==> config.mk <==
export PLATFORM = sky130hd
export DESIGN_NAME = rob_retire
export DESIGN_NICKNAME = d
export VERILOG_FILES = /design/src/rtl/rob_retire.sv
export SDC_FILE = /design/constraint.sdc
export NUM_CORES = 1
export LEC_CHECK = 0
export BUFFER_PORTS_ARGS = -buffer_cell sky130_fd_sc_hd__buf_2
export CAP_MARGIN = 20
export CORE_MARGIN = 2
export CORE_UTILIZATION = 32
export CTS_BUF_LIST = sky130_fd_sc_hd__clkbuf_4
export CTS_CLUSTER_SIZE = 16
export DETAILED_ROUTE_END_ITERATION = 7
export PLACE_DENSITY = 0.58
export RECOVER_POWER = 25
export SLEW_MARGIN = 20
export SYNTH_ARGS = -nofsm -noshare
export SYNTH_HDL_FRONTEND = slang
export SYNTH_SLANG_ARGS = --single-unit
==> constraint.sdc <==
create_clock -name clk -period 2.68 [get_ports clk]
set_input_delay 0.134 -clock clk [delete_from_list [all_inputs] [get_ports clk]]
set_output_delay 0.134 -clock clk [all_outputs]
set_load 0.005 [all_outputs]
==> src/rtl/rob_retire.sv <==
// In-order retirement at the ROB head: retires the longest completed prefix each cycle,
// writes the retirement RAT and flushes the pipeline for one cycle after a retired misprediction.
package rob_retire_pkg;
  typedef logic [4:0]  creg_addr_t;
  typedef logic [5:0]  preg_addr_t;
  typedef logic [31:0] pc_t;

  typedef struct packed {
    logic       valid;
    creg_addr_t src;
    preg_addr_t psrc;
  } rat_wreq_t;
endpackage

module rob_retire
  import rob_retire_pkg::*;
#(
  parameter int COMMIT_WIDTH = 2,
  parameter int ROB_DEPTH    = 32,
  localparam int PW          = $clog2(ROB_DEPTH),
  localparam int RW          = $clog2(COMMIT_WIDTH + 1)
) (
  input  logic                                clk,
  input  logic                                resetn,
  input  logic [PW:0]                         rob_count,
  input  logic [COMMIT_WIDTH-1:0]             slot_complete,
  input  logic [COMMIT_WIDTH-1:0]             slot_regwrite,
  input  creg_addr_t [COMMIT_WIDTH-1:0]       slot_creg,
  input  preg_addr_t [COMMIT_WIDTH-1:0]       slot_preg,
  input  logic [COMMIT_WIDTH-1:0]             slot_pd_fail,
  input  pc_t [COMMIT_WIDTH-1:0]              slot_correct_pc,
  input  logic                                commit_stall,
  output logic [PW-1:0]                       rob_head,
  output logic [RW-1:0]                       retire_num,
  output rat_wreq_t [COMMIT_WIDTH-1:0]        rat_wreq,
  output logic                                flush,
  output logic                                redirect_valid,
  output pc_t                                 redirect_pc,
  output logic [63:0]                         instret
);

  localparam int CW = PW + 1;

  typedef enum logic {
    ST_RUN,
    ST_FLUSH
  } state_e;

  state_e               state_q, state_d;
  logic [PW-1:0]        rob_head_q, rob_head_d;
  logic [63:0]          instret_q, instret_d;
  pc_t                  redirect_pc_q, redirect_pc_d;

  logic [COMMIT_WIDTH-1:0] retire;
  logic                    blocked;
  logic                    mispredict;
  pc_t                     mispredict_pc;
  logic                    enable;
  logic [RW-1:0]           num;

  // Reset is folded into enable so nothing retires while resetn is held low.
  always_comb begin
    retire        = '0;
    blocked       = 1'b0;
    mispredict    = 1'b0;
    mispredict_pc = '0;
    num           = '0;
    enable        = resetn && (state_q == ST_RUN) && !commit_stall;
    for (int unsigned i = 0; i < COMMIT_WIDTH; i++) begin
      if (enable && !blocked && (rob_count > CW'(i)) && slot_complete[i]) begin
        retire[i] = 1'b1;
        num       = num + RW'(1);
        if (slot_pd_fail[i]) begin
          blocked       = 1'b1;
          mispredict    = 1'b1;
          mispredict_pc = slot_correct_pc[i];
        end
      end else begin
        blocked = 1'b1;
      end
    end
  end

  always_comb begin
    for (int unsigned i = 0; i < COMMIT_WIDTH; i++) begin
      rat_wreq[i].valid = retire[i] && slot_regwrite[i] && (slot_creg[i] != '0);
      rat_wreq[i].src   = slot_creg[i];
      rat_wreq[i].psrc  = slot_preg[i];
    end
  end

  always_comb begin
    state_d       = state_q;
    rob_head_d    = rob_head_q + PW'(num);
    instret_d     = instret_q + 64'(num);
    redirect_pc_d = redirect_pc_q;
    if (state_q == ST_FLUSH) begin
      state_d    = ST_RUN;
      rob_head_d = '0;
    end else if (mispredict) begin
      state_d       = ST_FLUSH;
      redirect_pc_d = mispredict_pc;
    end
  end

  always_ff @(posedge clk or negedge resetn) begin
    if (!resetn) begin
      state_q       <= ST_RUN;
      rob_head_q    <= '0;
      instret_q     <= '0;
      redirect_pc_q <= '0;
    end else begin
      state_q       <= state_d;
      rob_head_q    <= rob_head_d;
      instret_q     <= instret_d;
      redirect_pc_q <= redirect_pc_d;
    end
  end

  assign retire_num     = num;
  assign rob_head       = rob_head_q;
  assign instret        = instret_q;
  assign flush          = (state_q == ST_FLUSH);
  assign redirect_valid = (state_q == ST_FLUSH);
  assign redirect_pc    = redirect_pc_q;

endmodule

==> results.py <==
metrics = {
    "status": {
        "status": "finished clean",
    },
    "synth": {
        "synth_cell_types": 39,
        "avgSynthCellArea_um2": 10.0,
        "synth-seq-area-share": 0.502,
        "synth_edf_count": 0,
        "synth_area_leaders": "dfrtp_1, xor2_1, nand2_1, nor2_1, xnor2_1",
        "synth_top_area_frac": 0.502,
        "syn_nets": 615,
        "postSynthCellCount": 508,
        "ys_ff_latch": 102,
        "synth_top_area_cell": "dfrtp_1",
        "async_flop_share": 1.00,
        "synth_top_flop_cell": "dfrtp_1",
        "ys_warn_count": 0,
        "synthesis.area_mm2": 0.00508,
    },
    "timing": {
        "fin_ws_ps": 16.5,
        "fmax_ghz": 0.375,
        "fin_crit_ps": 2660,
        "grt_setup_unrepaired": "yes",
        "period_share": 0.994,
        "drv_slew": 0,
        "fin_tns_setup_ps": 0,
        "setup_viol": 0,
        "fin_skew_ps": 12.3,
        "worst_slew_pin_slew_ps": 894,
        "max_slew_margin": 0.404,
        "hold_violations": 0,
    },
    "floorplanning": {
        "rows": 46,
        "start_util": 0.324,
        "core_mm2": 0.0157,
        "fp.dieW_um": 130,
        "dieArea_mm2": 0.0169,
        "ios": 230,
        "die_y_um": 130,
    },
    "cells_and_area": {
        "area_growth_pct": 45.9,
        "layout_commonest_cell": "buf_2",
        "drive_above_1_share": 0.354,
        "final_net_count": 887,
        "final_cell_mix": "buf_2, dfrtp_1, nand2_1",
    },
    "clock_network": {
        "clk_latency_ps": 460,
        "cts_tree": "done",
        "cts_root_buf": "clkbuf_4",
        "numCtsBuffers": 9,
        "clkTransAtPathRegs_ps": 150,
        "cts_max_path_buffers": 2,
        "htree_levels": 3,
        "cts_sinks": 102,
    },
    "power_and_ir_drop": {
        "power_per_cell_area_mw_per_mm2": 493,
        "ir_worst_vdd_uv": 282,
        "p_total_mw": 3.66,
        "p_leak_nw": 3.87,
    },
    "place": {
        "io_buffers": 205,
        "place_ws_ps": -427,
        "gp_congestion": 0.940,
        "dp_hpwl_um": 10600,
    },
    "setup_path": {
        "worstPathMaxFanout": 3,
        "worstSetupPathType": "reg -> reg",
        "cp-end-kind": "flop",
        "crit_arrival_ps": 3060,
        "cp-start-kind": "flop",
        "cp.required_ps": 3070,
    },
    "hold_path": {
        "min_path_type": "in -> reg",
    },
    "drt": {
        "drt_pass1_iterations": 7,
        "drcViolationCount": 0,
        "first_iter_violations": 262,
        "drt-total-wl_um": 15100,
        "vias": 4772,
        "ant_nets": 0,
        "routed_via_density": 4.76,
        "wl_per_cell_um": 15.1,
    },
    "global_routing": {
        "grt_max_degree": 70,
        "grt_pass1_vias": 4809,
        "grt_use_total": 0.179,
        "grt_pass1_wl_um": 23900,
        "grt-ovfl-total": 0,
        "antenna_found_initial": 0,
    },
    "run": {
        "cap_violations": 0,
    },
}
routing by layer:
metal  track usage  wire, um
met3        0.0447      1010
met4        0.0784       432
met5             0         0
met1         0.217      6120
met2         0.303      7510
Yosys cell counts (3+ instances only):
| cell | n |
|---|---|
| and3_1 | 5 |
| a21oi_1 | 4 |
| nor4_4 | 3 |
| clkbuf_1 | 3 |
| or3_1 | 4 |
| ha_1 | 6 |
| nor3_2 | 5 |
| and4_1 | 4 |
| dfrtp_1 | 102 |
| nand3_1 | 16 |
| nor3_1 | 10 |
| buf_6 | 4 |
| buf_4 | 24 |
| a31oi_1 | 32 |
| nand4_1 | 18 |
| nand4_4 | 3 |
| nor4_1 | 7 |
| nand2_1 | 96 |
| inv_1 | 9 |
| nor2_1 | 58 |
| xor2_1 | 42 |
| buf_2 | 8 |
| xnor2_1 | 24 |
state kept, by name (all words and copies together), names as in the netlist:
signal / flops
flush: 1
instret: 64
redirect_pc: 32
rob_head: 5
repair_timing:
item | CTS | global route
hold buffers | 65 | 0
setup buffers | 2 | 9
pin swaps | 3 | 14
gates resized for setup | 10 | 28
setup endpoints to repair | 33 | 25
endpoints found under the hold margin | 65 | 0
area by class of cell:
| type | count | area (um2) |
|---|---|---|
| Antenna cell | 1 | 2.50 |
| Clock buffer | 11 | 82.6 |
| Clock inverter | 5 | 73.8 |
| Fill cell | 1512 | 8290 |
| Inverter | 9 | 33.8 |
| Multi-Input combinational cell | 358 | 2490 |
| Sequential cell | 102 | 2550 |
| Tap cell | 216 | 270 |
| Timing Repair Buffer | 300 | 1910 |
worst max-delay path, cell delays in order, from the launching register on:
cell	delay, ps
dfrtp_1	370
and4bb_2	250
buf_4	140
and2_4	180
ha_4	280
ha_4	160
nand2b_4	60
a311oi_4	380
buf_4	190
nand4_4	80
buf_4	190
nor4_4	140
xor2_1	170
metrics by stage:
step           cell area (um2)  hold slack, ps  std cells  utilization
2_1_floorplan             5160            -162        508            -
3_3_place_gp              6340             197        909        0.403
3_5_place_dp              6340             199        909        0.403
4_1_cts                   7210            75.6        992        0.459
5_1_grt                   7420             104       1001        0.472
6_report                  7420             129       1002        0.472
logic make-up after synthesis:
kind of cell | share of synthesized area
AOI/OAI and AO/OA | 0.0573
and+or+nand+nor | 0.251
xor gates and xnor gates | 0.114
buffers and inverters | 0.0610
adders and majority gates | 0.0148
DFF | 0.502
report_power, final:
part           switching [mW]  total, mW  leakage (nW)  internal [mW]
clock                   0.514      0.908        0.0883          0.395
sequential              0.180       1.90          1.35           1.72
combinational           0.363      0.854          2.43          0.491
worst paths after layout:
path	slack, ps	to	cells past startpoint	startpoint
max	20	instret[61]	12	flush
min	130	flush	4	slot_pd_fail[1]
max reg2reg	20	instret[61]	12	flush
min reg2reg	500	instret[59]	1	instret[59]
max in group asynchronous	1190	instret[2]	4	resetn
min in group asynchronous	230	flush	3	resetn
Note: power is estimated with default switching activity, not from simulation.
